==> src/rtl/mem_bus_arbiter.sv <==
// Shares one SRAM-like bus between the fetch port and the load/store port.
// Data wins over fetch; one transaction is in flight at a time.
module mem_bus_arbiter #(
    parameter int ADDR_W = 32,
    parameter int DATA_W = 32
) (
    input  logic              cpu_clk_50M,
    input  logic              cpu_rst,
    input  logic              flush,
    input  logic              inst_req,
    input  logic [ADDR_W-1:0] inst_addr,
    output logic              inst_addr_ok,
    output logic              inst_data_ok,
    output logic [DATA_W-1:0] inst_rdata,
    input  logic              data_req,
    input  logic              data_wr,
    input  logic [1:0]        data_size,
    input  logic [ADDR_W-1:0] data_addr,
    input  logic [DATA_W-1:0] data_wdata,
    output logic              data_addr_ok,
    output logic              data_data_ok,
    output logic [DATA_W-1:0] data_rdata,
    output logic              bus_req,
    output logic              bus_wr,
    output logic [1:0]        bus_size,
    output logic [ADDR_W-1:0] bus_addr,
    output logic [DATA_W-1:0] bus_wdata,
    input  logic              bus_addr_ok,
    input  logic              bus_data_ok,
    input  logic [DATA_W-1:0] bus_rdata,
    output logic              stallreq_if,
    output logic              stallreq_mem,
    output logic [1:0]        dbg_state_o
);

    typedef enum logic [1:0] {
        IDLE = 2'd0,
        ADDR = 2'd1,
        DATA = 2'd2
    } state_t;

    localparam logic OWN_INST = 1'b0;
    localparam logic OWN_DATA = 1'b1;

    state_t            state_q, state_d;
    logic              owner_q, owner_d;
    logic              discard_q, discard_d;
    logic              req_wr_q, req_wr_d;
    logic [1:0]        req_size_q, req_size_d;
    logic [ADDR_W-1:0] req_addr_q, req_addr_d;
    logic [DATA_W-1:0] req_wdata_q, req_wdata_d;
    logic [DATA_W-1:0] inst_rdata_q, inst_rdata_d;
    logic [DATA_W-1:0] data_rdata_q, data_rdata_d;
    logic              inst_ok_q, inst_ok_d;
    logic              data_ok_q, data_ok_d;
    logic              busy;

    always_ff @(posedge cpu_clk_50M) begin
        if (cpu_rst) begin
            state_q      <= IDLE;
            owner_q      <= OWN_INST;
            discard_q    <= 1'b0;
            req_wr_q     <= 1'b0;
            req_size_q   <= 2'd0;
            req_addr_q   <= '0;
            req_wdata_q  <= '0;
            inst_rdata_q <= '0;
            data_rdata_q <= '0;
            inst_ok_q    <= 1'b0;
            data_ok_q    <= 1'b0;
        end else begin
            state_q      <= state_d;
            owner_q      <= owner_d;
            discard_q    <= discard_d;
            req_wr_q     <= req_wr_d;
            req_size_q   <= req_size_d;
            req_addr_q   <= req_addr_d;
            req_wdata_q  <= req_wdata_d;
            inst_rdata_q <= inst_rdata_d;
            data_rdata_q <= data_rdata_d;
            inst_ok_q    <= inst_ok_d;
            data_ok_q    <= data_ok_d;
        end
    end

    always_comb begin
        state_d      = state_q;
        owner_d      = owner_q;
        discard_d    = discard_q;
        req_wr_d     = req_wr_q;
        req_size_d   = req_size_q;
        req_addr_d   = req_addr_q;
        req_wdata_d  = req_wdata_q;
        inst_rdata_d = inst_rdata_q;
        data_rdata_d = data_rdata_q;
        inst_ok_d    = 1'b0;
        data_ok_d    = 1'b0;
        data_addr_ok = 1'b0;
        inst_addr_ok = 1'b0;

        case (state_q)
            IDLE: begin
                discard_d = 1'b0;
                if (data_req) begin
                    data_addr_ok = 1'b1;
                    owner_d      = OWN_DATA;
                    req_wr_d     = data_wr;
                    req_size_d   = data_size;
                    req_addr_d   = data_addr;
                    req_wdata_d  = data_wdata;
                    state_d      = ADDR;
                end else if (inst_req && !flush) begin
                    inst_addr_ok = 1'b1;
                    owner_d      = OWN_INST;
                    req_wr_d     = 1'b0;
                    req_size_d   = 2'd2;
                    req_addr_d   = inst_addr;
                    req_wdata_d  = '0;
                    state_d      = ADDR;
                end
            end
            ADDR: begin
                if (bus_addr_ok) state_d = DATA;
            end
            DATA: begin
                if (bus_data_ok) begin
                    state_d = IDLE;
                    if (owner_q == OWN_DATA) begin
                        data_ok_d = 1'b1;
                        if (!req_wr_q) data_rdata_d = bus_rdata;
                    end else if (!discard_q && !flush) begin
                        // A flush landing on the completion cycle also kills the fetch.
                        inst_ok_d    = 1'b1;
                        inst_rdata_d = bus_rdata;
                    end
                end
            end
            default: state_d = IDLE;
        endcase

        if (state_q != IDLE && owner_q == OWN_INST && flush) discard_d = 1'b1;
        if (state_d == IDLE) discard_d = 1'b0;
    end

    assign busy         = (state_q != IDLE);
    assign bus_req      = (state_q == ADDR);
    assign bus_wr       = req_wr_q;
    assign bus_size     = req_size_q;
    assign bus_addr     = req_addr_q;
    assign bus_wdata    = req_wdata_q;
    assign inst_data_ok = inst_ok_q;
    assign data_data_ok = data_ok_q;
    assign inst_rdata   = inst_rdata_q;
    assign data_rdata   = data_rdata_q;
    assign dbg_state_o  = state_q;

    assign stallreq_mem = (data_req & ~data_addr_ok) | (busy & (owner_q == OWN_DATA));
    assign stallreq_if  = (inst_req & ~inst_addr_ok) |
                          (busy & (owner_q == OWN_INST) & ~discard_q);

endmodule

==> config.mk <==
export PLATFORM = sky130hd
export DESIGN_NAME = mem_bus_arbiter
export DESIGN_NICKNAME = d
export VERILOG_FILES = /design/src/rtl/mem_bus_arbiter.sv
export SDC_FILE = /design/constraint.sdc
export NUM_CORES = 1
export LEC_CHECK = 0
export CAP_MARGIN = 0
export CORE_MARGIN = 4
export CORE_UTILIZATION = 38
export CTS_CLUSTER_SIZE = 40
export DETAILED_ROUTE_END_ITERATION = 10
export PLACE_DENSITY = 0.74
export SYNTH_ARGS = -nofsm -noshare
export SYNTH_HDL_FRONTEND = slang
export SYNTH_SLANG_ARGS = --single-unit
export TNS_END_PERCENT = 1
==> constraint.sdc <==
create_clock -name cpu_clk_50M -period 1.97 [get_ports cpu_clk_50M]
set_input_delay 0.591 -clock cpu_clk_50M [delete_from_list [all_inputs] [get_ports cpu_clk_50M]]
set_output_delay 0.591 -clock cpu_clk_50M [all_outputs]
set_load 0.01 [all_outputs]
# Yosys cells after proc, flatten, opt, wreduce, memory -nomap -nowiden
# Index checks and enable logic that the tools add are counted.
[word_totals] elab_cells=67 ff_bits=137 output_inout_bits=140
[op_classes] n_reduce_logical=17 eq_ne=2 bitwise_logic=14 muxes=23
[op_table] op="two-way mux 32 bit" n=4
[op_table] op="two-way mux 1 bit" n=12
[op_table] op="two-way mux 2 bit" n=6
[op_table] op="AND reduction 4 bit" n=2
[op_table] op="NOT 1 bit" n=7
[op_table] op="one-hot mux 2 bit (3 select lines)" n=1
[op_table] op="nonzero test 2 bit" n=3
[op_table] op="bitwise AND 1 bit" n=5
[op_table] op="logical AND 1 bit" n=4
[op_table] op="zero test 2 bit" n=2
[op_table] op="OR reduction 4 bit" n=1
[op_table] op="OR reduction 3 bit" n=1
[op_table] op="equality test 2 x 1 -> 1 bit (second input constant)" n=1
[op_table] op="equality test 2 bit (second input constant)" n=1
[op_table] op="zero test 1 bit" n=2
[op_table] op="bitwise OR 1 bit" n=2
[op_table] op="AND reduction 2 bit" n=1
[op_table] op="OR reduction 2 bit" n=1

# Longest topological paths before layout
# Gate-level depths: netlist of the first run.
[logic_depth] depth_word=8 depth_mapped=5 mapped_depth_nobuf=3

# Worst setup path before layout of the first run
# Ideal clock, no wire load.
[synth_timing] path_kind="input to output" from="in data_req" to="out stallreq_mem" t_arrival_ps=1562 cell_stages=4 path_slack_ps=-183 n_path_buf=2 path_cell_list="buf_2 -> clkinv_1 -> clkbuf_1 -> a21boi_0"
[synth_via] elab_chain_len=5
[synth_rtl] item="start: declaration" line="15" source="input logic data_req,"
[synth_rtl] item="two-way mux 1 bit" line="104" source="if (data_req) begin"
[synth_rtl] item="two-way mux 1 bit" line="101" source="case (state_q)"
[synth_rtl] item="NOT 1 bit" line="157" source="assign stallreq_mem = (data_req & ~data_addr_ok) | (busy & (owner_q == OWN_DATA));"
[synth_rtl] item="bitwise AND 1 bit (*)" line="157"
[synth_rtl] item="bitwise OR 1 bit (*)" line="157"
[synth_rtl] item="end: declaration" line="32" source="output logic stallreq_mem,"
# Mark *: on every way between the ends. The rest lies on a longest branch, timed or not.

# Worst setup path in the final report of the first run
[layout_timing] from="in data_req" to="out data_addr_ok"
[layout_via] elab_chain_len=2
[layout_rtl] item="two-way mux 1 bit" line="104"
[layout_rtl] item="two-way mux 1 bit" line="101"
[layout_rtl] item="end: declaration" line="20" source="output logic data_addr_ok,"
# No other way between the ends.

==> summary.md, run 1 <==
| Metric | Value |
|---|---|
| Clock buffer depth | 2 |
| Commonest non-fill, non-tap cell in the layout | clkdlybuf4s50_1 |
| Initial antenna violation count | 0 |
| Hold Crit Depth | 2 |
| CP max stage cell | clkdlybuf4s15_2 |
| Clk_lat worst skew | 0.41 ns |
| Post-synth top area share | 43.7% |
| Crit Path Class | input port to output pin |
| Power Density | 737 nW/µm² |
| First-pass GRT wire length | 29,000 µm |
| Reg clk slew, reported paths | 0.06 ns |
| Num CTS Buffers | 17 |
| Fillers | 1,386 |
| Largest net degree at the start of global routing | 65 |
| Setup TNS Final | 0 ns |
| Static Leak | 3.98 nW |
| Pins Over Slew Limit | 0 |
| Syn Inst Count | 615 |
| Worst slew pin tran | 0.481 ns |
| Worst-path fanout max | 5 |
| R2R depth | 5 |
| Total GRT Usage | 19.8% |
| Design Power | 7.34 mW |
| Fin nets | 1,032 |
| Die H | 136 µm |
| Flops & latches, synth | 137 |
| Placed insts | 1,085 |
| Vias in the first global route | 5,553 |
| Main area contributors after synthesis | dfxtp_1 (44%), mux2i_1 (15%), nand2b_1 (9.6%) |
| Drt total wl | 18,700 µm |
| DR WL met2 | 8720 µm |
| Final Cycle Share | 99.3% |
| Final setup viols | 0 |
| Vias | 5,483 |
| GR Overflow Total | 0 |
| Final Skew | 0.00956 ns |
| Fin crit period | 1.96 ns |
| Routed WL per cell | 16.7 µm |
| Row count | 46 |
| Number of synthesized flops with an enable pin | 0 |
| DR iter-0 viols | 242 |
| Max-Cap Viols | 0 |
| Slew margin rel. | 67.9% |
| Crit path DAT | 1.37 ns |
| Syn Nets | 753 |
| TritonCTS Sinks | 137 |
| RSZ-0062 raised after global routing | yes |
| Core area | 16,000 µm² |
| Hpwl dp | 13,700 µm |
| Gpl congestion | 0.811 |
| Critical-path cell list | buf_2 > buf_4 > nor3b_4 > clkdlybuf4s15_2 |
| Post-route ant nets | 0 |
| Antenna diode count | 0 |
| HP Class | flip-flop to flip-flop |
| Wire length on met3 | 1830 µm |
| Hold Vio Cnt, Final | 0 |
| H-tree Lvls | 4 |
| Ys flop type | dfxtp_1 |
| Layout area overhead | 58.9% |
| Die area | 18,600 µm² |
| Area occupied by multi-input gates | 3270 µm² |
| Final Core Density | 62.3% |
| Initial Util | 39.2% |
| Delay-heaviest family, CP | buffers and inverters |
| Status | completed |
| Critical Path RT | 1.38 ns |
| CP Buf/Inv Count | 3 |
| Peak Freq | 511 MHz |
| Maximum vdd ir drop | 0.562 mV |
| Remaining DRCs | 0 |
| Yosys warns | 0 |
| Wl on met1 | 7630 µm |
| Max Used Layer | met4 |
| Die width | 136 µm |
| Yosys top cell by area | dfxtp_1 |
| Cell Area, Synth | 6270 µm² |
| Number of port buffers | 277 |
| Number of hold buffers added after CTS | 0 |
| Share of cells above drive strength 1 | 13.2% |
| Yosys cell types | 30 |
| Register area share after synthesis | 43.7% |
| Number of cells in the finished layout apart from fillers | 1,123 |
| Root buffer cell | clkbuf_16 |
| Reg area | 2740 µm² |
| TritonRoute pass-1 iters | 4 |
| Critical path depth | 4 |
| Max stage delay on crit path | 0.25 ns |
| Ys async rst share | 0% |
| Via/cell ratio | 4.88 |
| Most frequent cells in the layout | clkdlybuf4s50_1 (261), dfxtp_1 (136), nand2b_1 (96), mux2i_1 (96), a21oi_1 (37) |
| Mean post-synth cell area | 10.2 µm² |
| Setup crit end kind | output pin |
| IO Count | 278 |
| CTS tree | done |
| Setup crit start kind | input port |
[routing by layer]
metal  GRT usage [%]  vias up
met2            32.3      218
met3            8.29       35
li1                -     2700
met1            23.0     2530
met5               0        -
met4            8.01        0
[tightest hold or removal path: stages (launching register included)]
cell,delay [ns]
dfxtp_1,0.31
nand2b_1,0.06
mux2i_1,0.05
[layout make-up]
| cell class | instances | area share (%) |
|---|---|---|
| tap | 216 | 2.71 |
| clock inverter | 13 | 1.22 |
| clock buffer | 19 | 4.45 |
| sequential | 137 | 27.5 |
| timing repair buffer | 313 | 31.0 |
| multi-input combinational | 419 | 32.8 |
| inverter | 6 | 0.239 |
[state kept, by name, indices dropped and copies added, names as in the netlist]
name	cells
data_rdata	32
bus_addr	32
dbg_state_o	2
bus_wdata	32
bus_size	2
bus_wr	1
inst_rdata	32
inst_data_ok	1
data_data_ok	1
owner_q	1
discard_q	1
[synthesized netlist by cell type, types with 2 or more instances]
cell type	n
o211ai_1	34
a21oi_1	38
inv_1	4
mux2i_1	96
buf_6	6
mux2_2	3
mux2_4	29
nor2b_1	35
nor3_1	4
clkbuf_1	29
nand2b_1	96
nor2_1	36
a22oi_1	34
clkinv_1	2
dfxtp_1	137
buf_4	3
buf_2	12
buf_1	3
nand2_1	3
[stage by stage]
step                      hold slack (ns)  worst slack, ns  cell area [µm²]
final                               0.469           0.0139             9960
after detailed placement            0.461           -0.642             9350
after global routing                0.489          -0.0407             9960
after CTS                           0.474          -0.0464             9960
after global placement              0.456           -0.650             9350
after floorplan                     0.472          -0.0284             6280
[kinds of logic (layout without fill, tap and decap cells)]
| logic type | Yosys count | count (layout) | synth area share, % |
|---|---|---|---|
| AND/OR/NAND/NOR | 181 | 181 | 16.9 |
| multiplexers | 128 | 128 | 22.8 |
| flip-flops | 137 | 137 | 43.7 |
| AO/OA/AOI/OAI | 110 | 110 | 11.9 |
| buffers and inverters | 59 | 351 | 4.67 |
[power by group]
group          total (mW)  internal [mW]  switching [mW]  leakage, nW
combinational        1.34          0.798           0.547         2.60
sequential           2.99           2.91          0.0863         1.12
clock                3.01           1.78            1.23        0.262
[final timing paths]
check	from	endpoint	slack, ns
min reg2reg	inst_rdata[26]	inst_rdata[26]	0.47
min	inst_rdata[26]	inst_rdata[26]	0.47
max	data_req	data_addr_ok	0.01
max reg2reg	dbg_state_o[0]	bus_addr[0]	0.14
[what timing repair did]
action | in CTS | in global routing
pin swaps | 1 | 2
gates resized for setup | 31 | 5
hold endpoints to repair | 0 | 0
setup endpoints to repair | 15 | 27
buffers inserted | 6 | 0
Note: power is estimated with default switching activity, not from simulation.
==> run 2: changes to the inputs <==
--- a/config.mk
+++ b/config.mk
@@ -10,7 +10,7 @@
 export CORE_UTILIZATION = 38
 export CTS_CLUSTER_SIZE = 40
 export DETAILED_ROUTE_END_ITERATION = 10
-export PLACE_DENSITY = 0.74
+export PLACE_DENSITY_LB_ADDON = 0.15
 export SYNTH_ARGS = -nofsm -noshare
 export SYNTH_HDL_FRONTEND = slang
 export SYNTH_SLANG_ARGS = --single-unit
==> run 2 against run 1 <==
Against the previous run:
- sequential share of layout area rose by 0.073 points
- total power decreased by 1.1%
- critical path type is now flip-flop to output pin
- critical path depth shrank 1
- the run now ends with setup timing left
- first-iteration DRC count down 7.9%
- largest cell class unchanged
- wire length up 0.42%
- clock skew shrank 0.0031 ns
- die area is the same
- via count down 0.27%
- combinational power barely moved
- sequential power barely moved
- fmax is 1.6% lower
==> summary.md, run 2 (synthesized netlist as in run 1, its figures left out) <==
| Metric | Value |
|---|---|
| Status | complete, but fails checks |
| CTS tree | done |
| Vias | 5,468 |
| Total GRT Usage | 20.2% |
| Initial Util | 39.2% |
| Worst-path fanout max | 7 |
| Number of port buffers | 277 |
| Fin nets | 1,028 |
| Slew margin rel. | 59.5% |
| Area occupied by multi-input gates | 3280 µm² |
| Hold Vio Cnt, Final | 0 |
| Fillers | 1,353 |
| Initial antenna violation count | 0 |
| Violated checks | setup timing |
| Worst reg2reg startpoint | dbg_state_o[0] |
| H-tree Lvls | 4 |
| TritonRoute pass-1 iters | 4 |
| Worst slew pin tran | 0.608 ns |
| Final Skew | 0.00648 ns |
| Routed WL per cell | 16.8 µm |
| Number of hold buffers added after CTS | 0 |
| Clock buffer depth | 2 |
| Static Leak | 4.20 nW |
| Peak Freq | 503 MHz |
| Max-Cap Viols | 0 |
| Antenna diode count | 0 |
| TritonCTS Sinks | 137 |
| Via/cell ratio | 4.89 |
| Crit Path Class | flip-flop to output pin |
| Final setup viols | 2 |
| Drt total wl | 18,800 µm |
| Most frequent cells in the layout | clkdlybuf4s50_1 (248), dfxtp_1 (136), nand2b_1 (96), mux2i_1 (96), a21oi_1 (37) |
| Largest net degree at the start of global routing | 95 |
| Fin crit period | 1.99 ns |
| Hpwl dp | 13,700 µm |
| Die width | 136 µm |
| Dpl ws | -0.663 ns |
| Power Density | 731 nW/µm² |
| First-pass GRT wire length | 29,800 µm |
| Setup crit start kind | flip-flop |
| RSZ-0062 raised after global routing | yes |
| Die area | 18,600 µm² |
| Hold Crit Depth | 2 |
| HP Class | flip-flop to flip-flop |
| IO Count | 278 |
| R2R depth | 5 |
| FF-to-FF setup slack | 0.18 ns |
| Hold Slack | 0.473 ns |
| Share of cells above drive strength 1 | 12.8% |
| Reg clk slew, reported paths | 0.06 ns |
| Critical path startpoint | dbg_state_o[0] |
| Gpl congestion | 0.822 |
| Clk_lat worst skew | 0.41 ns |
| Pins Over Slew Limit | 0 |
| Core area | 16,000 µm² |
| Remaining DRCs | 0 |
| GR Overflow Total | 0 |
| Maximum vdd ir drop | 0.550 mV |
| Reg area | 2740 µm² |
| R2r endpoint | bus_addr[0] |
| Num CTS Buffers | 17 |
| Final Worst Setup Slack | -0.0184 ns |
| Setup crit end | inst_addr_ok |
| Crit path DAT | 1.40 ns |
| Die H | 136 µm |
| Row count | 46 |
| Critical Path RT | 1.38 ns |
| Layout area overhead | 58.5% |
| Root buffer cell | clkbuf_16 |
| Final Cycle Share | 101% |
| Commonest non-fill, non-tap cell in the layout | clkdlybuf4s50_1 |
| Vias in the first global route | 5,861 |
| DR iter-0 viols | 223 |
| Setup crit end kind | output pin |
| Post-route ant nets | 0 |
-- run 2: cell types whose count changed in the layout (fill, tap and decap cells not counted), sizes merged --
cell           delta
buf               -4
clkbuf            +1
clkdlybuf4s15     -1
clkdlybuf4s50    -13
clkinv            +1
clkinvlp          +1
dlygate4sd2       -3
dlymetal6s2s     +16
inv               -2
-- run 2: timing repair --
action / 4_1_cts / 5_1_grt
pin swaps: 2 / 2
resized for setup: 28 / 22
buffers inserted: 7 / 0
setup endpoints to repair: 9 / 20
-- run 2: through the flow --
step           power, mW  TNS [ns]  util, %  std cells  cell area (µm²)
2_1_floorplan       3.67   -0.0486        -        615             6280
3_3_place_gp        4.36    -16.87     58.0       1080             9280
3_5_place_dp        4.38    -20.48     58.0       1080             9280
4_1_cts             7.36   -0.0696     61.8       1119             9890
5_1_grt             7.58    -0.145     62.1       1119             9940
6_report            7.26   -0.0267     62.1       1119             9940
-- run 2: power breakdown --
group | internal, mW | total (mW) | switching, mW
Sequential | 2.91 | 2.99 | 0.0823
Clock | 1.75 | 2.93 | 1.18
Combinational | 0.789 | 1.34 | 0.549
Total | 5.45 | 7.26 | 1.81
-- run 2: worst max-delay path, stage by stage, from the launching register on --
cell and delay (ns):
dfxtp_2 0.32, or2_4 0.30, nor4_4 0.17, buf_2 0.19
-- run 2: layout make-up --
| cell class | count | area share (%) |
|---|---|---|
| clock buffers | 19 | 4.46 |
| repair buffers | 309 | 30.9 |
| clock inverters | 13 | 1.06 |
| inverters | 6 | 0.239 |
| multi-input cells | 419 | 33.0 |
| flip-flops and latches | 137 | 27.6 |
| well taps | 216 | 2.72 |
-- run 2: metal layers --
metal,wire length [µm],GRT usage (%)
met1,7440,22.9
met2,9390,35.2
met3,1460,6.33
met4,508,8.34
met5,0,0
-- run 2: how the worst min path moves through the flow --
stage                               from        endpoint  slack (ns)
final                      inst_rdata[4]   inst_rdata[4]        0.47
after global routing      inst_rdata[13]  inst_rdata[13]        0.49
after CTS                  inst_rdata[4]   inst_rdata[4]        0.48
after detailed placement     bus_size[1]     bus_size[1]        0.47
after global placement       bus_size[1]     bus_size[1]        0.46
after floorplan                  owner_q    data_data_ok        0.47
